$ cat src/rtl/n64adv2_joybus_tx_if.sv
// rtl/n64adv2_joybus_tx_if.sv - Request/status bundle for the Joybus transmitter
interface n64adv2_joybus_tx_if;
    logic        tx_start_i;
    logic [5:0]  tx_nbits_i;
    logic [31:0] tx_data_i;
    logic        tx_stop_mode_i;
    logic        busy_o;
    logic        done_o;
    logic        err_o;

    modport master (
        output tx_start_i, tx_nbits_i, tx_data_i, tx_stop_mode_i,
        input  busy_o, done_o, err_o
    );

    modport slave (
        input  tx_start_i, tx_nbits_i, tx_data_i, tx_stop_mode_i,
        output busy_o, done_o, err_o
    );
endinterface

$ cat src/rtl/n64adv2_joybus_tx.sv
// rtl/n64adv2_joybus_tx.sv - Joybus open-drain transmitter with stop bit and collision check
module n64adv2_joybus_tx #(
    parameter int T_US    = 49,
    parameter int IDLE_US = 64
) (
    input  logic               N64_CLK_i,
    input  logic               CTRL_nRST,
    input  logic               CTRL_i,
    output logic               CTRL_oe_o,
    n64adv2_joybus_tx_if.slave tx
);
    localparam int IDLE_CYC = IDLE_US * T_US;
    localparam int IDLE_W   = $clog2(IDLE_CYC + 1);
    localparam logic [IDLE_W-1:0] IDLE_LAST = IDLE_W'(IDLE_CYC - 1);
    localparam logic [9:0] L1 = 10'(T_US);
    localparam logic [9:0] L2 = 10'(2 * T_US);
    localparam logic [9:0] L3 = 10'(3 * T_US);

    typedef enum logic [2:0] {
        S_IDLE, S_WAIT_IDLE, S_BIT_LOW, S_BIT_HIGH, S_STOP_LOW, S_STOP_HIGH
    } state_t;

    state_t            state_q, state_d;
    logic [9:0]        cnt_q, cnt_d;
    logic [IDLE_W-1:0] idle_cnt_q, idle_cnt_d;
    logic [4:0]        bit_idx_q, bit_idx_d;
    logic [31:0]       data_q, data_d;
    logic [5:0]        nbits_q, nbits_d;
    logic              mode_q, mode_d;
    logic              busy_q, busy_d;
    logic              done_q, done_d;
    logic              err_q, err_d;
    logic              oe_q, oe_d;
    logic              sync1_q, sync1_d;
    logic              sync2_q, sync2_d;

    logic       cur_bit, last_bit, phase_end, collide, nbits_bad;
    logic [9:0] phase_len;

    always_comb begin
        cur_bit = data_q[bit_idx_q];
        case (state_q)
            S_BIT_LOW:  phase_len = cur_bit ? L1 : L3;
            S_BIT_HIGH: phase_len = cur_bit ? L3 : L1;
            S_STOP_LOW: phase_len = mode_q ? L2 : L1;
            default:    phase_len = L2;
        endcase
        phase_end = (cnt_q == phase_len - 10'd1);
        last_bit  = ({1'b0, bit_idx_q} == nbits_q - 6'd1);
        // The first 3 released cycles still see the synchronized tail of our own low drive.
        collide   = !sync2_q && (cnt_q >= 10'd3);
        nbits_bad = (tx.tx_nbits_i == 6'd0) || (tx.tx_nbits_i > 6'd32);
    end

    always_comb begin
        state_d    = state_q;
        cnt_d      = cnt_q + 10'd1;
        idle_cnt_d = idle_cnt_q;
        bit_idx_d  = bit_idx_q;
        data_d     = data_q;
        nbits_d    = nbits_q;
        mode_d     = mode_q;
        busy_d     = busy_q;
        done_d     = 1'b0;
        err_d      = 1'b0;
        sync1_d    = CTRL_i;
        sync2_d    = sync1_q;
        case (state_q)
            S_IDLE: begin
                cnt_d = 10'd0;
                if (tx.tx_start_i) begin
                    if (nbits_bad) begin
                        err_d = 1'b1;
                    end else begin
                        data_d     = tx.tx_data_i;
                        nbits_d    = tx.tx_nbits_i;
                        mode_d     = tx.tx_stop_mode_i;
                        busy_d     = 1'b1;
                        idle_cnt_d = '0;
                        state_d    = S_WAIT_IDLE;
                    end
                end
            end
            S_WAIT_IDLE: begin
                cnt_d = 10'd0;
                if (!sync2_q) begin
                    idle_cnt_d = '0;
                end else if (idle_cnt_q == IDLE_LAST) begin
                    bit_idx_d = 5'd0;
                    state_d   = S_BIT_LOW;
                end else begin
                    idle_cnt_d = idle_cnt_q + 1'b1;
                end
            end
            S_BIT_LOW: begin
                if (phase_end) begin
                    cnt_d   = 10'd0;
                    state_d = S_BIT_HIGH;
                end
            end
            S_BIT_HIGH: begin
                if (collide) begin
                    err_d   = 1'b1;
                    busy_d  = 1'b0;
                    state_d = S_IDLE;
                end else if (phase_end) begin
                    cnt_d = 10'd0;
                    if (last_bit) begin
                        state_d = S_STOP_LOW;
                    end else begin
                        bit_idx_d = bit_idx_q + 5'd1;
                        state_d   = S_BIT_LOW;
                    end
                end
            end
            S_STOP_LOW: begin
                if (phase_end) begin
                    cnt_d   = 10'd0;
                    state_d = S_STOP_HIGH;
                end
            end
            S_STOP_HIGH: begin
                if (collide) begin
                    err_d   = 1'b1;
                    busy_d  = 1'b0;
                    state_d = S_IDLE;
                end else if (phase_end) begin
                    done_d  = 1'b1;
                    busy_d  = 1'b0;
                    state_d = S_IDLE;
                end
            end
            default: state_d = S_IDLE;
        endcase
        oe_d = (state_d == S_BIT_LOW) || (state_d == S_STOP_LOW);
    end

    always_ff @(posedge N64_CLK_i or negedge CTRL_nRST) begin
        if (!CTRL_nRST) begin
            state_q    <= S_IDLE;
            cnt_q      <= 10'd0;
            idle_cnt_q <= '0;
            bit_idx_q  <= 5'd0;
            data_q     <= 32'd0;
            nbits_q    <= 6'd0;
            mode_q     <= 1'b0;
            busy_q     <= 1'b0;
            done_q     <= 1'b0;
            err_q      <= 1'b0;
            oe_q       <= 1'b0;
            sync1_q    <= 1'b1;
            sync2_q    <= 1'b1;
        end else begin
            state_q    <= state_d;
            cnt_q      <= cnt_d;
            idle_cnt_q <= idle_cnt_d;
            bit_idx_q  <= bit_idx_d;
            data_q     <= data_d;
            nbits_q    <= nbits_d;
            mode_q     <= mode_d;
            busy_q     <= busy_d;
            done_q     <= done_d;
            err_q      <= err_d;
            oe_q       <= oe_d;
            sync1_q    <= sync1_d;
            sync2_q    <= sync2_d;
        end
    end

    assign CTRL_oe_o = oe_q;
    assign tx.busy_o = busy_q;
    assign tx.done_o = done_q;
    assign tx.err_o  = err_q;
endmodule

$ cat src/flat_wrapper.sv
// flat-port wrapper written by rule: the top's interface ports become plain ports
module n64adv2_joybus_tx_flat 
#(
    parameter int T_US    = 49,
    parameter int IDLE_US = 64
)
  (N64_CLK_i, CTRL_nRST, CTRL_i, CTRL_oe_o, tx_tx_start_i, tx_tx_nbits_i, tx_tx_data_i, tx_tx_stop_mode_i, tx_busy_o, tx_done_o, tx_err_o);
  n64adv2_joybus_tx_if tx_i ();
  input  logic N64_CLK_i;
  input  logic CTRL_nRST;
  input  logic CTRL_i;
  output logic CTRL_oe_o;
  input wire logic [$bits(tx_i.tx_start_i)-1:0] tx_tx_start_i;
  input wire logic [$bits(tx_i.tx_nbits_i)-1:0] tx_tx_nbits_i;
  input wire logic [$bits(tx_i.tx_data_i)-1:0] tx_tx_data_i;
  input wire logic [$bits(tx_i.tx_stop_mode_i)-1:0] tx_tx_stop_mode_i;
  output wire logic [$bits(tx_i.busy_o)-1:0] tx_busy_o;
  output wire logic [$bits(tx_i.done_o)-1:0] tx_done_o;
  output wire logic [$bits(tx_i.err_o)-1:0] tx_err_o;
  assign tx_i.tx_start_i = tx_tx_start_i;
  assign tx_i.tx_nbits_i = tx_tx_nbits_i;
  assign tx_i.tx_data_i = tx_tx_data_i;
  assign tx_i.tx_stop_mode_i = tx_tx_stop_mode_i;
  assign tx_busy_o = tx_i.busy_o;
  assign tx_done_o = tx_i.done_o;
  assign tx_err_o = tx_i.err_o;
  n64adv2_joybus_tx #(.T_US(T_US), .IDLE_US(IDLE_US)) u_core (.N64_CLK_i(N64_CLK_i), .CTRL_nRST(CTRL_nRST), .CTRL_i(CTRL_i), .CTRL_oe_o(CTRL_oe_o), .tx(tx_i));
endmodule
$ cat config.mk
export PLATFORM = sky130hd
export DESIGN_NAME = n64adv2_joybus_tx_flat
export DESIGN_NICKNAME = d
export VERILOG_FILES = /design/src/rtl/n64adv2_joybus_tx_if.sv /design/src/rtl/n64adv2_joybus_tx.sv /design/src/flat_wrapper.sv
export SDC_FILE = /design/constraint.sdc
export NUM_CORES = 1
export LEC_CHECK = 0
export ABC_AREA = 1
export BUFFER_PORTS_ARGS = -buffer_cell sky130_fd_sc_hd__buf_4
export CAP_MARGIN = 10
export CORE_ASPECT_RATIO = 1.2
export CORE_MARGIN = 3
export CORE_UTILIZATION = 52
export CTS_CLUSTER_SIZE = 20
export DETAILED_ROUTE_END_ITERATION = 8
export PLACE_DENSITY = 0.72
export SETUP_SLACK_MARGIN = 0.5
export SLEW_MARGIN = 5
export SYNTH_ARGS = -nofsm -noshare
export SYNTH_HDL_FRONTEND = slang
export SYNTH_SLANG_ARGS = --single-unit
$ cat constraint.sdc
create_clock -name N64_CLK_i -period 3.9 [get_ports N64_CLK_i]
set_clock_uncertainty 0.2 [all_clocks]
set_input_delay 0.585 -clock N64_CLK_i [delete_from_list [all_inputs] [get_ports N64_CLK_i]]
set_output_delay 0.585 -clock N64_CLK_i [all_outputs]
set_load 0.005 [all_outputs]
== Word level (Yosys, flattened, before mapping) ==
Cells that the tools add are included.

* Reduce and logical (&&, ||, !) cells: 16
* Bitwise gates (word level): 1
* Equality and inequality tests: 20
* Add/subtract/negate cells: 5
* Multiplexer cells: 45
* Order comparisons: 3

{| class="wikitable"
|+ Operators with widths
! cell !! number
|-
| one-hot mux 10 bit (3 select lines) || 2
|-
| two-way mux 12 bit || 4
|-
| two-way mux 3 bit || 11
|-
| two-way mux 5 bit || 5
|-
| one-hot mux 12 bit (2 select lines) || 1
|-
| two-way mux 10 bit || 2
|-
| one-hot mux 3 bit (6 select lines) || 1
|-
| two-way mux 8 bit || 2
|-
| adder 12 x 1 -> 12 bit, second input constant || 1
|-
| == test 12 bit, second input constant || 1
|-
| two-way mux 1 bit || 12
|-
| adder 10 x 1 -> 10 bit, second input constant || 1
|-
| == test 10 bit || 1
|-
| greater-or-equal comparator 10 x 2 -> 1 bit, second input constant || 1
|-
| one-hot mux 5 bit (2 select lines) || 1
|-
| subtractor 10 x 1 -> 10 bit, second input constant || 1
|-
| == test 3 x 2 -> 1 bit, second input constant || 3
|-
| == test 3 bit, second input constant || 3
|-
| inequality test 2 x 1 -> 1 bit, second input constant || 4
|-
| inequality test 2 bit, second input constant || 4
|-
| two-way mux 7 bit || 1
|-
| == test 5 x 6 -> 1 bit || 1
|-
| greater-than comparator 6 bit, second input constant || 1
|-
| logical NOT 6 bit || 1
|-
| 21 further kinds || 25
|}

* Register bits: 75

== Logic depth before layout (Yosys ltp) ==
Gate-level depths: netlist of the first run.

* Word-level depth: 11
* Gate-level depth with buffers: 25
* Mapped depth without buffers: 25

== Least setup slack after synthesis of the first run ==
No wires, ideal clock.

* Path kind: reg2reg
* From: register u_core.bit_idx_q[0]
* To: register u_core.bit_idx_q[2]
* Arrival time: 2.774 ns
* Setup slack: 0.805 ns
* Required time: 3.579 ns
* Cell stages (with the launch flop): 24
* Cells stage by stage: dfrtp_1 -> inv_2 -> buf_4 -> nand2_1 -> nand3_1 -> a21oi_1 -> nor2_1 -> nand2_2 -> nand2_1 -> nand2_1 -> nand2_1 -> nor2_1 -> ha_1 -> xnor2_1 -> nor4_1 -> nand3_1 -> nor2_1 -> nand3_1 -> nor2_4 -> nand2_2 -> nand2_2 -> nand3_4 -> nand2_1 -> o21ai_1

* Word-level cells in the longest chain between the ends: 8
* Elaborated cells on any way between the ends: 16
* Classes of those cells: add/sub: 2; eq/ne: 4; mux: 9; reduce/logical: 1

{| class="wikitable"
|+ RTL lines
! what !! line !! RTL
|-
| start: declaration || n64adv2_joybus_tx.sv:26 || <nowiki>logic [4:0] bit_idx_q, bit_idx_d;</nowiki>
|-
| start signal: assignment || n64adv2_joybus_tx.sv:157 || <nowiki>bit_idx_q <= bit_idx_d;</nowiki>
|-
| binary-select mux 1 bit (select 5 bit) || n64adv2_joybus_tx.sv:41 || <nowiki>cur_bit = data_q[bit_idx_q];</nowiki>
|-
| two-way mux 1 bit (implied by the code) || n64adv2_joybus_tx.sv:41 ||
|-
| two-way mux 8 bit, on equally long branches || n64adv2_joybus_tx.sv:44, n64adv2_joybus_tx.sv:43 ||
|-
| one-hot mux 10 bit (3 select lines) || n64adv2_joybus_tx.sv:42 || <nowiki>case (state_q)</nowiki>
|-
| subtractor 10 x 1 -> 10 bit || n64adv2_joybus_tx.sv:48 || <nowiki>phase_end = (cnt_q == phase_len - 10'd1);</nowiki>
|-
| == test 10 bit || n64adv2_joybus_tx.sv:48 ||
|-
| inequality test 2 x 1 -> 1 bit (no source line) || -- ||
|-
| AND reduction 6 bit (no source line) || -- ||
|}

Parallel ways exist; a longest one is shown, timed or not. The select of a mux whose other input is x is not followed.
A chain may end at the register's enable or synchronous reset.

== Worst setup path in the final report of the first run ==
* From: register u_core.bit_idx_q[0]
* To: register u_core.bit_idx_q[3]

Same word-level chain as after synthesis.

==> results of run 1 <==
==> layer usage <==
layer	wire length, um	vias up	share of wire [%]
met4	343	0	3.5
met3	323	28	3.3
met5	0	-	0
met1	4130	1704	43
li1	-	1818	-
met2	4910	82	51
==> power breakdown <==
group          switching, mW  internal [mW]  total [mW]
Sequential            0.0129          0.804       0.816
Combinational         0.0578         0.0491       0.107
Clock                  0.285          0.245       0.530
==> area by class of cell <==
type,instances,area (um2)
clock buffers,11,141
clock inverters,5,28.8
fillers,656,2440
inverters,70,265
multi-input cells,380,2000
flip-flops and latches,75,1880
well taps,90,113
repair buffers,62,528
==> flip-flops by register name, indices dropped and copies added (netlist names) <==
name and flops:
u_core.sync1_q 1, u_core.CTRL_oe_o 1, u_core.nbits_q 6, u_core.tx.busy_o 1, u_core.sync2_q 1, u_core.mode_q 1, u_core.data_q 32, u_core.state_q 3
u_core.tx.err_o 1, u_core.cnt_q 10, u_core.idle_cnt_q 12, u_core.bit_idx_q 5, u_core.tx.done_o 1
==> cell usage in the layout (no fill, tap or decap), types with 2 or more instances in the layout <==
master / netlist / layout
nand3_2: 0 / 10
o21ai_2: 0 / 3
nor2_1: 50 / 45
nor2_4: 1 / 3
clkbuf_8: 0 / 10
nand3_1: 41 / 32
o21ai_0: 32 / 31
o22ai_1: 3 / 3
xor2_1: 13 / 13
buf_6: 0 / 2
inv_1: 66 / 65
dfstp_2: 2 / 2
nand2_1: 161 / 151
clkinv_2: 0 / 4
nor2_2: 1 / 4
nand2_2: 6 / 14
nor3_1: 7 / 6
buf_4: 2 / 56
nor3b_1: 2 / 2
o21ai_1: 8 / 6
inv_2: 2 / 2
clkinv_1: 2 / 2
a21oi_1: 21 / 20
or2_2: 2 / 2
clkbuf_16: 0 / 2
nand4_1: 4 / 4
nand2_4: 0 / 3
a21boi_1: 2 / 2
ha_1: 7 / 5
dfrtp_1: 73 / 72
xnor2_1: 6 / 5
==> worst max-delay path by stage <==
stage | startpoint | to | cells after the start
2_1_floorplan | u_core.bit_idx_q[0] | u_core.bit_idx_q[2] | 23
3_3_place_gp | u_core.bit_idx_q[0] | u_core.bit_idx_q[0] | 23
3_5_place_dp | u_core.bit_idx_q[0] | u_core.cnt_q[4] | 21
4_1_cts | u_core.bit_idx_q[0] | u_core.bit_idx_q[1] | 23
5_1_grt | u_core.bit_idx_q[0] | u_core.bit_idx_q[1] | 24
6_report | u_core.bit_idx_q[0] | u_core.bit_idx_q[3] | 24
==> cell families after synthesis <==
logic type | synth area share, %
AO/OA/AOI/OAI | 9.50
XOR/XNOR | 4.13
adder cells (fa/ha/maj) | 2.17
buffers and inverters | 8.07
flip-flops | 46.6
AND/OR/NAND/NOR | 29.5
==> Yosys cell counts (all sizes together), types with 6 or more instances <==
cell / instances / area, um2
xnor2: 6 / 52.6
a21oi: 21 / 105
ha: 7 / 87.6
nand2: 167 / 642
nor3: 8 / 45.0
clkbuf: 10 / 37.5
xor2: 13 / 114
o21ai: 40 / 200
nor2: 52 / 205
inv: 68 / 255
dfrtp: 73 / 1830
nand3: 42 / 223
==> repair_timing <==
action | 4_1_cts | 5_1_grt
resized for setup | 4 | 47
setup endpoints to repair | 19 | 21
setup buffers | 3 | 7
pin swaps | 0 | 30
cloned | 0 | 4
==> metrics by stage <==
step	worst slack (ns)	utilization [%]	power [mW]
after floorplan	0.805	-	0.872
after global placement	0.381	60.3	0.932
after detailed placement	0.314	60.3	0.936
after CTS	0.502	63.0	1.46
after global routing	0.0540	67.0	1.51
final	0.249	67.0	1.45
==> results.md, run 1 <==
- Core region area: 7400 um2
- Clock buffer count from CTS: 9
- Max cap viols: 0
- CP max stage cell: dfrtp_2
- Max IR drop VDD: 0.000251 V
- Largest fanout on the critical path: 6
- Total grt overflow: 0
- M1 GR Usage: 27.0%
- Hold_ws: 0.145 ns
- Die height: 102 um
- Share of layout cells above drive strength 1: 21.6%
- RSZ-0062 raised after global routing: yes
- Die area: 8840 um2
- Final Setup Violations: 0
- Max incr delay on CP: 0.50 ns
- Status: finished, final reports clean
- Largest net degree at the start of global routing: 76
- Root buf cell: clkbuf_8
- Buf+Inv Stages, Crit Path: 2
- GRT Max-Usage Layer: met2
- Cell family with most CP delay: simple AND/OR/NAND/NOR gates
- FFs w/ async S/R, synth: 100%
- Worst Path Arrival: 3.69 ns
- DRC viols: 0
- Synthesis warning total: 0
- Num ports: 47
- Row count: 34
- First-pass GRT wire length: 15000 um
- Clock sink count: 75
- Die W: 86.4 um
- EDFF count, synth: 0
- WL/cell: 14.0 um
- Critical setup path kind: reg2reg
- Non-Filler Instances: 693
- Synthesis-stage register bit count: 75
- Hold endpoint: u_core.sync1_q
- Fin. max-slew vios: 0
- Port bufs: 46
- Crit share post-route: 93.6%
- Vias: 3632
- Cts hold-fix bufs: 0
- Power Dens Cells: 293 nW/um2
- Initial antenna violation count: 0
- Final hold violation count: 0
- Startpoint Class: flip-flop
- Min-delay src: CTRL_i
- Placed cell areas: 4460 um2
- Synth Instances: 537
- Met3 Track Usage GR: 2.98%
- Vias per cell: 5.24
- Total routed wirelength: 9720 um
- Main synth FF type: dfrtp_1
- Register area share after synthesis: 46.6%
- Initial DRT Pass Iterations: 4
- Cell variety after synth: 36
- Worst r2r src: u_core.bit_idx_q[0]
- Synthesized area per cell: 7.50 um2
- Max-slew headroom at the worst pin: 39.0%
- Clock slew at reported path FFs: 0.07 ns
- Clock Tree Buf Depth: 2
- GR Util All Layers: 21.3%
- Max H-tree Level: 3
- Skew-Pair Late Insertion Delay: 0.35 ns
- P_leak: 2.40 nW
- CP cell instances: buf_12, buf_8, nand2_1, nand3_1, nand3_1, nand2_1, nor2_1, nand2_2, nand2_2, nand2_2, nand2_2, nor2_4, ha_4, xnor2_2, nor4_2, nand3_1, nor2_2, nand3_2, nor2_4, nand2_2, nand2_4, nand3_2, nand2_1, o21ai_1
- Req. time, crit path: 3.94 ns
- Worst slew pin tran: 0.916 ns
- Hpwl dp: 6400 um
- CTS tree: built
- N_diodes: 0
- Reg2reg end: u_core.bit_idx_q[3]
- Vias in the first global route: 3406
- Post-synthesis cell area: 4030 um2
- Fin nets: 648
- Net Count, Synth: 587
- DRT iter0 DRCs: 164
- CP endpoint kind: flip-flop
- GR Util met2: 35.9%
- Fin area: 4960 um2
- Dpl cells: 663
- Tmin final: 3.65 ns
- Reg-to-reg setup timing slack: 0.25 ns
- Routability Congestion: 0.925
- CP dominant cell by count: nand2_2
- Setup TNS: 0 ns
- Hold Path Stages: 1
- Area growth, synth to finish: 23.1%
- Worst Reg2Reg Path Length in Cells: 24
- Hold WC Path Type: in2reg
- Fmax: 274 MHz
- Initial Utilization: 54.4%
- Antenna viol nets, final: 0
No activity file was read; power rests on OpenSTA's default activity.
==> inputs of run 2 (changes only) <==
Settings changed: CORE_ASPECT_RATIO 1.2 to 1.75.
==> run 2 against run 1 <==
Non-clock buffer count decreased by 5. First-iteration DRC count increased by 55%. Die area is 0.43% higher. Sequential power barely moved. Combinational power barely moved. Via count about the same. Critical path type unchanged. Critical endpoint is now u_core.bit_idx_q[1]. Largest power group is now the clock network.
==> results.md, run 2 (same netlist as run 1, synthesis figures left out) <==
- Psw: 0.394 mW (+11%)
- CP dominant cell by count: nand2_2
- DRT iter0 DRCs: 254 (+55%)
- Power Dens Cells: 366 nW/um2 (+25%)
- Max H-tree Level: 3 (unchanged)
- Hpwl dp: 6650 um (+3.9%)
- Core region area: 7390 um2 (-0.20%)
- Reg with most FFs: u_core.data_q
- Row count: 41 (+21%)
- Sequential Power Share: 44.8% (-11 points)
- GR Util All Layers: 22.8% (+1.5 points)
- Multi-input logic area: 1950 um2 (-2.4%)
- Worst slew pin tran: 0.916 ns (-0.000194 ns)
- Port bufs: 46 (unchanged)
- Startpoint Class: flip-flop
- CP endpoint kind: flip-flop
- Switch share: 21.6% (-2.9 points)
- Critical setup path kind: reg2reg
- Reg-to-reg setup timing slack: 0.46 ns (+0.21 ns)
- Req. time, crit path: 3.93 ns (about the same)
- Largest net degree at the start of global routing: 76 (unchanged)
- First-pass GRT wire length: 15600 um (+4.1%)
- Total grt overflow: 0 (unchanged)
- Fmax: 291 MHz (+6.2%)
- Hold_ws: 0.147 ns (+0.00292 ns)
- Clk pwr share: 49.5% (+13 points)
- Largest register FFs: 32 (unchanged)
- Non-Filler Instances: 683 (-1.4%)
- Vias in the first global route: 3592 (+5.5%)
- Worst Reg2Reg Path Length in Cells: 23 (-4.2%)
- Commonest non-fill, non-tap cell in the layout: nand2_1
- Buf+Inv Stages, Crit Path: 1 (-1)
- Setup TNS: 0 ns (unchanged)
- Tmin final: 3.44 ns (-0.212 ns)
- Hold WC Path Type: in2reg
- Largest fanout on the critical path: 6 (unchanged)
- Initial antenna violation count: 0 (unchanged)
- Status: finished, final reports clean
- Cell family with most CP delay: simple AND/OR/NAND/NOR gates
- Routability Congestion: 0.916 (-1.0%)
- Crit share post-route: 88.2% (-5.4 points)
- Hold endpoint: u_core.sync1_q
- Hold Path Stages: 1 (unchanged)
- Vias: 3633 (+0.028%)
- Skew-Pair Late Insertion Delay: 0.34 ns (about the same)
- Die height: 122 um (+20%)
- Clock Tree Buf Depth: 2 (unchanged)
- Number of fill cells: 618 (-5.8%)
- Worst Path Arrival: 3.46 ns (-0.23 ns)
- Final hold violation count: 0 (unchanged)
- Max-slew headroom at the worst pin: 39.0% (about the same)
- Initial DRT Pass Iterations: 6 (+2)
- Initial Utilization: 54.5% (+0.11 points)
- Num ports: 47 (unchanged)
- Area occupied by registers: 1880 um2 (unchanged)
- WL/cell: 13.6 um (-2.9%)
- Share of layout cells above drive strength 1: 18.9% (-2.6 points)
- Antenna viol nets, final: 0 (unchanged)
- Min-delay src: CTRL_i
- Die W: 72.5 um (-16%)
- N_diodes: 0 (unchanged)
- Max incr delay on CP: 0.50 ns (about the same)
- CP cell instances: buf_6, nor2_1, nor2_1, nand2_1, nand3_1, nand3_1, nand2_2, nand2_2, nand2_2, nand2_2, nor2_4, ha_4, xnor2_2, nor4_2, nand3_1, nor2_2, nand3_2, nor2_4, nand2_2, nand2_4, nand3_4, nand2_2, o21ai_2
- Final Setup Violations: 0 (unchanged)
- Worst r2r src: u_core.bit_idx_q[0]
- Total routed wirelength: 9300 um (-4.3%)
- DRC viols: 0 (unchanged)
- Area growth, synth to finish: 23.9%
- Fin nets: 642 (-0.93%)
- Reg2reg end: u_core.bit_idx_q[1]
- CP max stage cell: dfrtp_2
- Clock sink count: 75 (unchanged)
- Internal: 1.43 mW (+30%)
- Fin. max-slew vios: 0 (unchanged)
- Biggest regs: u_core.data_q x32, u_core.idle_cnt_q x12, u_core.cnt_q x10
- Clock slew at reported path FFs: 0.06 ns (about the same)
- Max cap viols: 0 (unchanged)
- Dpl cells: 660 (-0.45%)
- RSZ-0062 raised after global routing: yes
- Clock buffer count from CTS: 9 (unchanged)
- CTS tree: built
- Max IR drop VDD: 0.000255 V (+1.5%)
- Vias per cell: 5.32 (+1.5%)
- Root buf cell: clkbuf_16
- Gate power share: 5.7% (-1.7 points)
- Die area: 8880 um2 (+0.43%)
- P_leak: 2.40 nW (about the same)
- Commonest cells after routing, fill and taps aside: 155 x nand2_1, 72 x dfrtp_1, 66 x inv_1
run 2: cell types whose count changed in the layout (fill, tap and decap cells not counted), moves of 4 or more:
cell	before	now
nand3_2	10	3
nand2_1	151	155
nand3_1	32	38
nand2_2	14	10
clkbuf_8	10	1
clkbuf_16	2	10
run 2: repair_timing:
action / CTS / global route
cloned: 0 / 2
pin swaps: 0 / 27
setup buffers: 2 / 3
hold buffers: 0 / 0
setup endpoints to repair: 19 / 21
endpoints found under the hold margin: 0 / 0
resized for setup: 2 / 32
run 2: final cells by class:
cell class | count | area share [%]
Clock buffer | 10 | 4.79
Clock inverter | 6 | 1.78
Inverter | 70 | 5.31
Multi-Input combinational cell | 379 | 39.1
Sequential cell | 75 | 37.7
Tap cell | 86 | 2.16
Timing Repair Buffer | 57 | 9.15
run 2: through the flow:
stage               power (mW)  worst slack, ns  instance area, um2  utilization [%]
floorplan                0.872            0.805                4030                -
global placement         0.932            0.397                4460             60.4
detailed placement       0.936            0.287                4460             60.4
CTS                       1.84            0.544                4810             65.1
global route              1.89            0.212                4990             67.6
finish                    1.83            0.461                4990             67.6
run 2: power by group through the flow:
stage / sequential (mW) / clock (mW) / combinational [mW]
after detailed placement: 0.832 / 0 / 0.104
final: 0.818 / 0.903 / 0.104
after global routing: 0.821 / 0.945 / 0.121
after global placement: 0.832 / 0 / 0.101
after floorplan: 0.828 / 0 / 0.0440
after CTS: 0.818 / 0.914 / 0.105
run 2: metal layers:
layer | global-route usage [%] | part of all wire, % | up-vias
li1 | - | - | 1811
met1 | 25.9 | 38 | 1684
met2 | 38.7 | 53 | 100
met3 | 3.44 | 3.6 | 38
met4 | 15.4 | 4.9 | 0
met5 | 0 | 0 | -
run 2: worst max-delay path by stage:
stage,cells past startpoint,start,slack (ns),endpoint
6_report,23,u_core.bit_idx_q[0],0.46,u_core.bit_idx_q[1]
5_1_grt,24,u_core.bit_idx_q[0],0.21,u_core.bit_idx_q[0]
4_1_cts,21,u_core.bit_idx_q[0],0.54,u_core.bit_idx_q[1]
3_5_place_dp,23,u_core.bit_idx_q[0],0.29,u_core.bit_idx_q[1]
3_3_place_gp,23,u_core.bit_idx_q[0],0.40,u_core.bit_idx_q[1]
2_1_floorplan,23,u_core.bit_idx_q[0],0.81,u_core.bit_idx_q[2]
